**src/rtl/vga_capture.sv**
```systemverilog
// VGA receive side: recovers pixel coordinates, buffers visible pixels in a FIFO and measures timing.
// Optional per-frame pixel checksum output (frame_sum) when VGA_CAPTURE_CHECKSUM_EN is defined.
//
// state  | meaning
// IDLE   | after reset, waiting for the first VS leading edge
// SYNC   | frame started, waiting for the first visible pixel
// ACTIVE | visible region of the frame in progress
module vga_capture #(
    parameter int FIFO_DEPTH = 16,
    parameter bit HS_POL     = 1'b0,
    parameter bit VS_POL     = 1'b0
) (
    input  logic        vga_clk,
    input  logic        reset_n,
    input  logic        capture_en,
    input  logic        clear_ovf,
    input  logic        HS,
    input  logic        VS,
    input  logic        blank_n,
    input  logic [7:0]  red,
    input  logic [7:0]  green,
    input  logic [7:0]  blue,
    output logic        out_valid,
    input  logic        out_ready,
    output logic [23:0] out_pixel,
    output logic [10:0] out_h,
    output logic [10:0] out_v,
    output logic [31:0] out_addr,
    output logic        frame_done,
    output logic [10:0] h_total,
    output logic [10:0] h_active,
    output logic [10:0] v_active,
    output logic        locked,
`ifdef VGA_CAPTURE_CHECKSUM_EN
    output logic [31:0] frame_sum,
`endif
    output logic        overflow
);

    localparam int          AW      = $clog2(FIFO_DEPTH);
    localparam logic [AW:0] DEPTH_C = (AW+1)'(FIFO_DEPTH);
    localparam logic [AW:0] CNT_ONE = (AW+1)'(1);
    localparam logic [AW-1:0] PTR_ONE = AW'(1);
    localparam logic [10:0] SAT     = 11'h7FF;

    typedef enum logic [1:0] {IDLE, SYNC, ACTIVE} state_t;

    logic        hs_act_r, hs_act_d, vs_act_r, vs_act_d;
    logic        blank_r, cap_en_r, clr_ovf_r;
    logic [23:0] pix_r;
    logic        hs_lead, vs_lead;

    state_t      state, state_nxt;
    logic        frame_evt;
    logic        vis;

    logic [10:0] h, v, hcyc, v_frame;
    logic [31:0] addr;
    logic        line_vis, cap_frame;

    logic [10:0] p_htot, p_hact, p_vact;
    logic        p_valid;

    logic [77:0]   mem [FIFO_DEPTH];
    logic [77:0]   head;
    logic [AW-1:0] wr_ptr, rd_ptr;
    logic [AW:0]   count;
    logic          push_req, push, pop, full, drop;

    // Sync levels are registered as "active" flags so an idle bus after reset never looks like an edge.
    always_ff @(posedge vga_clk or negedge reset_n) begin
        if (!reset_n) begin
            hs_act_r  <= 1'b0;
            hs_act_d  <= 1'b0;
            vs_act_r  <= 1'b0;
            vs_act_d  <= 1'b0;
            blank_r   <= 1'b0;
            cap_en_r  <= 1'b0;
            clr_ovf_r <= 1'b0;
            pix_r     <= '0;
        end else begin
            hs_act_r  <= (HS == HS_POL);
            hs_act_d  <= hs_act_r;
            vs_act_r  <= (VS == VS_POL);
            vs_act_d  <= vs_act_r;
            blank_r   <= blank_n;
            cap_en_r  <= capture_en;
            clr_ovf_r <= clear_ovf;
            pix_r     <= {red, green, blue};
        end
    end

    assign hs_lead = hs_act_r & ~hs_act_d;
    assign vs_lead = vs_act_r & ~vs_act_d;

    always_ff @(posedge vga_clk or negedge reset_n) begin
        if (!reset_n) state <= IDLE;
        else          state <= state_nxt;
    end

    always_comb begin
        state_nxt = state;
        frame_evt = 1'b0;
        case (state)
            IDLE:   if (vs_lead) state_nxt = SYNC;
            SYNC:   if (!vs_lead && blank_r) state_nxt = ACTIVE;
            ACTIVE: if (vs_lead) begin
                        state_nxt = SYNC;
                        frame_evt = 1'b1;
                    end
            default: state_nxt = IDLE;
        endcase
    end

    // The first visible pixel is taken while still in SYNC, so it is counted and pushed too.
    assign vis     = blank_r & (state != IDLE);
    assign v_frame = (line_vis && v != SAT) ? v + 11'd1 : v;

    always_ff @(posedge vga_clk or negedge reset_n) begin
        if (!reset_n) begin
            h         <= '0;
            v         <= '0;
            addr      <= '0;
            line_vis  <= 1'b0;
            cap_frame <= 1'b0;
            h_active  <= '0;
            v_active  <= '0;
        end else if (vs_lead) begin
            h         <= '0;
            v         <= '0;
            addr      <= '0;
            line_vis  <= 1'b0;
            cap_frame <= cap_en_r;
            v_active  <= v_frame;
        end else begin
            if (hs_lead) begin
                h        <= '0;
                line_vis <= 1'b0;
                if (line_vis) begin
                    h_active <= h;
                    if (v != SAT) v <= v + 11'd1;
                end
            end else if (vis) begin
                if (h != SAT) h <= h + 11'd1;
                line_vis <= 1'b1;
            end
            if (vis) addr <= addr + 32'd1;
        end
    end

    always_ff @(posedge vga_clk or negedge reset_n) begin
        if (!reset_n) begin
            hcyc    <= '0;
            h_total <= '0;
        end else if (hs_lead) begin
            h_total <= hcyc;
            hcyc    <= 11'd1;
        end else if (hcyc != SAT) begin
            hcyc <= hcyc + 11'd1;
        end
    end

    always_ff @(posedge vga_clk or negedge reset_n) begin
        if (!reset_n) begin
            frame_done <= 1'b0;
            locked     <= 1'b0;
            p_valid    <= 1'b0;
            p_htot     <= '0;
            p_hact     <= '0;
            p_vact     <= '0;
        end else begin
            frame_done <= frame_evt;
            if (frame_evt) begin
                locked  <= p_valid && (h_total == p_htot) && (h_active == p_hact) && (v_frame == p_vact);
                p_valid <= 1'b1;
                p_htot  <= h_total;
                p_hact  <= h_active;
                p_vact  <= v_frame;
            end
        end
    end

    assign push_req = vis & cap_frame;
    assign pop      = out_valid & out_ready;
    assign full     = (count == DEPTH_C);
    assign push     = push_req & (~full | pop);
    assign drop     = push_req & full & ~pop;

    always_ff @(posedge vga_clk) begin
        if (push) mem[wr_ptr] <= {pix_r, h, v, addr};
    end

    always_ff @(posedge vga_clk or negedge reset_n) begin
        if (!reset_n) begin
            wr_ptr   <= '0;
            rd_ptr   <= '0;
            count    <= '0;
            overflow <= 1'b0;
        end else begin
            if (push) wr_ptr <= wr_ptr + PTR_ONE;
            if (pop)  rd_ptr <= rd_ptr + PTR_ONE;
            case ({push, pop})
                2'b10:   count <= count + CNT_ONE;
                2'b01:   count <= count - CNT_ONE;
                default: count <= count;
            endcase
            if (drop)           overflow <= 1'b1;
            else if (clr_ovf_r) overflow <= 1'b0;
        end
    end

    // Head fields are forced to zero while empty so stale RAM never reaches the outputs.
    assign head      = mem[rd_ptr];
    assign out_valid = (count != '0);
    assign out_pixel = out_valid ? head[77:54] : '0;
    assign out_h     = out_valid ? head[53:43] : '0;
    assign out_v     = out_valid ? head[42:32] : '0;
    assign out_addr  = out_valid ? head[31:0]  : '0;

`ifdef VGA_CAPTURE_CHECKSUM_EN
    logic [31:0] sum_acc, sum_nxt;

    assign sum_nxt = sum_acc + (vis ? {8'h0, pix_r} : 32'h0);

    always_ff @(posedge vga_clk or negedge reset_n) begin
        if (!reset_n) begin
            sum_acc   <= '0;
            frame_sum <= '0;
        end else begin
            if (frame_evt) frame_sum <= sum_nxt;
            if (vs_lead)   sum_acc   <= '0;
            else           sum_acc   <= sum_nxt;
        end
    end
`endif

endmodule

```
**config.mk**
```make
export PLATFORM = sky130hd
export DESIGN_NAME = vga_capture
export DESIGN_NICKNAME = d
export VERILOG_FILES = /design/src/rtl/vga_capture.sv
export SDC_FILE = /design/constraint.sdc
export NUM_CORES = 2
export LEC_CHECK = 0
export ABC_AREA = 1
export CORE_MARGIN = 8
export CORE_UTILIZATION = 40
export DETAILED_ROUTE_END_ITERATION = 6
export GPL_ROUTABILITY_DRIVEN = 0
export GPL_TIMING_DRIVEN = 0
export SLEW_MARGIN = 20
export SYNTH_ARGS = -nofsm -noshare
export SYNTH_HDL_FRONTEND = slang
export SYNTH_SLANG_ARGS = --single-unit
```
**constraint.sdc**
```tcl
create_clock -name vga_clk -period 4.7 [get_ports vga_clk]
set_clock_uncertainty 0.05 [all_clocks]
set_input_delay 1.175 -clock vga_clk [delete_from_list [all_inputs] [get_ports vga_clk]]
set_output_delay 1.175 -clock vga_clk [all_outputs]
set_load 0.03 [all_outputs]
```
* Word level (Yosys, flattened, before mapping)
Memory sizes are Yosys's and may differ from the RTL's.
Index checks and enable logic that the tools add are counted.
** Cells by class
- $add $sub $neg :: 8
- Equality and inequality tests :: 13
- Multiplexer cells :: 30
- Bitwise logic cells :: 16
- Reduce and logical (&&, ||, !) cells :: 23
** Operators by type and width (number)
- $mux W11 :: 13
- $mux W32 :: 3
- $add A11 B1 Y11 const B :: 3
- $eq A11 B11 Y1 :: 3
- $ne A11 B11 Y1 const B :: 3
- $add A32 B1 Y32 const B :: 1
- $mux W24 :: 1
- $reduce_bool A2 Y1 :: 8
- $pmux W5 S2 :: 1
- $mux W1 :: 9
- $add A4 B1 Y4 const B :: 2
- $and A1 B1 Y1 :: 8
- $not A1 Y1 :: 7
- $reduce_and A3 Y1 :: 2
- $reduce_bool A3 Y1 :: 2
- $add A5 B1 Y5 const B :: 1
- $eq A5 B5 Y1 const B :: 1
- $logic_and A1 B1 Y1 :: 5
- $reduce_bool A5 Y1 :: 1
- $sub A5 B1 Y5 const B :: 1
- $eq A2 B1 Y1 const B :: 2
- $eq A2 B2 Y1 const B :: 2
- $mux W2 :: 2
- $pmux W2 S2 :: 1
- 7 further kinds :: 8
** Storage, ports and cells
- Flip-flop bits (word level) :: 183
- RAM bits :: 1248
- Input port bits :: 32
- Output and inout bits :: 115
- Logic and storage cells :: 119
- Memories kept :: 1
** Memory list
- mem :: depth 16, bits a word 78, read ports 1, clocked after Yosys merged registers in 0, wr ports 1, RTL line 64 : logic [77:0] mem [FIFO_DEPTH];

* Longest topological paths before layout
- Depth after elaboration :: 6
- Depth in mapped cells :: 15
- Mapped depth without buffers :: 15

* Worst setup path after synthesis
OpenSTA, ideal clock, no wires.
- Path kind :: input to register
- Start point :: input port out_ready
- End point :: memory mem[11][0] (enable)
- Setup time :: 515 ps
- Arrival :: 4837 ps
- Required time :: 4135 ps
- Setup slack :: -702 ps
- Stages on the path :: 4
- Path buffers :: 0
- Cells stage by stage :: nor3_1 -> nor2_4 -> nand2_1 -> nor2_1
** On the way
- Longest elaborated chain between the ends :: 5
** RTL lines
- start, declared :: RTL line 24 : input logic out_ready,
- $and A1 B1 Y1 :: RTL line 184 : assign pop = out_valid & out_ready;
- $or A1 B1 Y1 :: RTL line 186 : assign push = push_req & (~full | pop);
- $and A1 B1 Y1 :: RTL line 186
- $mux W1 :: RTL line 190 : if (push) mem[wr_ptr] <= {pix_r, h, v, addr};
- $mux W1 (not written as such) :: RTL line 190
- end, declared :: RTL line 64
No other way between the ends.

* Worst setup path after layout
- Start point :: register rd_ptr[0]
- End point :: output port out_v[3]
** On the way
- Longest elaborated chain between the ends :: 2
** RTL lines
- start, declared :: RTL line 66 : logic [AW-1:0] wr_ptr, rd_ptr;
- start signal, assigned :: RTL line 201 : if (pop) rd_ptr <= rd_ptr + PTR_ONE;
- $mem_v2 Z16 W78
- $mux W11 :: RTL line 217 : assign out_v = out_valid ? head[42:32] : '0;
- end, declared :: RTL line 27 : output logic [10:0] out_v,
No other way between the ends.

==> impl_metrics.tcl <==
set metrics [dict create \
    routed_wl_um 190000 \
    final_common_cell "edfxtp_1" \
    drtPass1Iterations 6 \
    fin_ws_ns -0.0130 \
    fin_crit_sh 1.00 \
    synth_top_area_share 0.661 \
    worstReg2RegEnd "mem[7][58]$_DFFE_PP_" \
    violations "negative setup slack" \
    cp-start-kind "flip-flop" \
    die_h_um 392 \
    synth-compound-area-share 0.135 \
    core_um2 141000 \
    relSlewSlack 0.230 \
    path_delay_family "buffers and inverters" \
    vias 39500 \
    clockBufferDepth 3 \
    critical_path_class "reg2out" \
    synth_top_family_by_area "compound AO/OA/AOI/OAI gates" \
    synth_edf_count 1248 \
    fillers 12300 \
    root_buffer "clkbuf_16" \
    hold_slack_ns 0.275 \
    reg2reg_depth 10 \
    initialDrtViolationCount 5193 \
    cp.depth 11 \
    drc 0 \
    end_kind "output pin" \
    required_ns 3.47 \
    synthArstFlopShare 0.128 \
    wl_per_cell_um 28.2 \
    clkTransAtPathRegs_ns 0.06 \
    viasPerCell 5.86 \
    yosys_most_used_dff "edfxtp_1" \
    crit_slowest_cell "dfrtp_1" \
    track_usage 0.241 \
    nets 4774 \
    die_x_um 392 \
    fmax_mhz 212 \
    synth.avg_cell_area_um2 13.0 \
    utilization 0.481 \
    crit_buf_inv 7 \
    cts_made_buffers 150 \
    antenna_left 0 \
    yosysWarnings 0 \
    grt_pass1_wl_um 271000 \
    synth_seq_area_share 0.742 \
    cts_max_level 4 \
    vdd_drop_max_v 0.000512 \
    synth_adder_area_share 0.00300 \
    leakagePower_uw 0.0227 \
    finalHoldViolations 0 \
    synth_top_area_cell "edfxtp_1" \
    outcome "complete, but fails checks" \
    r2r_slack_ns 1.20 \
    hold_buffers 0 \
    cts_tree "yes" \
    syn_nets 4398 \
    cts.sinks 1431 \
    crit_top_cell "buf_4" \
    r2r-start "state[1]$_DFFE_PN0P_" \
    cp_cell_sequence "buf_2 -> buf_6 -> inv_2 -> buf_4 -> buf_8 -> buf_4 -> nor2_1 -> o221ai_1 -> nand3_1 -> a21oi_4 -> clkdlybuf4s18_2" \
    syn2layout_area_growth_pct 19.8 \
    p_per_area_nw_per_um2 627 \
    critPathMaxStageDelay_ns 0.38 \
    place_hpwl_um 127000 \
    synth-simple-area-share 0.0838 \
    antenna_found_initial 8 \
    io_pins 147 \
    maxCapViolations 0 \
    synth.area.mux_share 0 \
    io_buffers 146 \
    worstMarginPinSlew_ns 1.15 \
    rsz0062_at_grt "true" \
    worst-path-max-fanout 10 \
    slew_viol_final 0 \
    syn_inst 4353 \
    grt_pass1_vias 38300 \
    dieArea_um2 154000 \
    layout_common_cells "edfxtp_1, o21ai_0, nor2_1, nand2_1, o221ai_1" \
    synth_area_leaders "edfxtp_1, dfrtp_1, o21ai_0" \
    start_util 0.402 \
    synth_xor_area_frac 0.00411 \
    clock_latency_ns 0.78 \
    synth_cell_types 53 \
    timing.final.crit_period_ns 4.71 \
    finalSetupViolations 2 \
    grt_max_degree 79 \
    overflow 0 \
    ys_ff_latch 1431 \
    arrival_ns 3.49 \
    post-place-ws_ns -0.643 \
    final_layout_size_suffix_gt1_frac 0.140 \
    syn_area_um2 56700 \
    rows 138 \
    hold_path.class "in2async" \
]
-- logic make-up after synthesis --
group	count (synthesis)
xor gates and xnor gates	25
adders and majority gates	13
AOI/OAI and AO/OA	1282
DFF	1431
buffers and inverters	437
and+or+nand+nor	1165
-- timing repair --
item | in CTS | in global routing
pin swaps | 17 | 10
endpoints found under the hold margin | 0 | 0
endpoints found under the setup margin | 78 | 57
buffers inserted | 0 | 0
gates resized for setup | 486 | 90
-- worst max path at each step --
stage / from / to / slack, ns
2_1_floorplan: out_ready / mem[11][0]$_DFFE_PP_ / -0.70
4_1_cts: rd_ptr[0]$_DFFE_PN0P_ / out_addr[0] / -0.11
3_5_place_dp: rd_ptr[3]$_DFFE_PN0P_ / out_addr[0] / -0.64
6_report: rd_ptr[0]$_DFFE_PN0P_ / out_v[3] / -0.01
3_3_place_gp: reset_n / addr[20]$_DFFE_PN0P_ / -6.82
5_1_grt: rd_ptr[0]$_DFFE_PN0P_ / out_v[3] / -0.08
-- sequential cells by signal, indices dropped and copies added (netlist names), 2 cells and up --
| signal | count |
|---|---|
| rd_ptr | 4 |
| hcyc | 11 |
| v | 11 |
| mem | 1248 |
| h_active | 11 |
| addr | 32 |
| pix_r | 24 |
| h_total | 11 |
| state | 2 |
| wr_ptr | 4 |
| p_vact | 11 |
| p_hact | 11 |
| v_active | 11 |
| h | 11 |
| count | 5 |
| p_htot | 11 |
-- routing by layer --
layer  vias up  global-route usage  wire length [um]
li1      17000                   -                 -
met1     19800               0.327             75000
met2      2311               0.381             87900
met3       396              0.0504             19600
met4         0              0.0991              7770
met5         -                   0                 0
-- area by class of cell --
cell class | instances | area [um2] | area share
Tap cell | 1890 | 2360 | 0.0348
Sequential cell | 1431 | 42100 | 0.619
Antenna cell | 3 | 7.51 | 0.000111
Buffer | 285 | 1650 | 0.0244
Clock buffer | 217 | 4160 | 0.0612
Clock inverter | 56 | 589 | 0.00868
Timing Repair Buffer | 225 | 3280 | 0.0483
Multi-Input combinational cell | 2485 | 13200 | 0.195
Inverter | 151 | 572 | 0.00842
-- cells in the mapped netlist (8+ instances only) --
master	instances
nand2_2	9
o21ai_0	737
inv_1	145
a21oi_1	104
o211ai_1	94
xor2_1	19
o22ai_1	103
o221ai_1	218
nand3_1	113
nand4_1	12
nor2_1	705
ha_1	12
clkbuf_1	212
dfrtp_1	183
nor2_2	8
buf_4	27
nand2_1	276
edfxtp_1	1248
nor3_1	20
buf_2	41
-- through the flow --
| stage | power [uW] | setup TNS (ns) | cell area, um2 | instances |
|---|---|---|---|---|
| floorplan | 22900 | -546.49 | 56700 | 4353 |
| global placement | 30300 | -6839.05 | 60500 | 6389 |
| detailed placement | 30600 | -14.03 | 62600 | 6468 |
| CTS | 42400 | -0.122 | 67900 | 6740 |
| global route | 43900 | -0.381 | 67900 | 6740 |
| finish | 42600 | -0.0143 | 67900 | 6743 |
-- report_power, final --
group          internal, uW  leakage [uW]  switching [uW]
Combinational          4420       0.00677           11900
Sequential            14200        0.0136             380
Clock                  6580       0.00230            5030
Total                 25200        0.0227           17300
-- worst reg2reg max path: cells and delay by family, from the launching register on --
| kind | cells | cell delay (ns) |
|---|---|---|
| DFF | 1 | 0.43 |
| buffers and inverters | 4 | 0.91 |
| and+or+nand+nor | 6 | 1.81 |
Power figures use the tool's default switching activity.
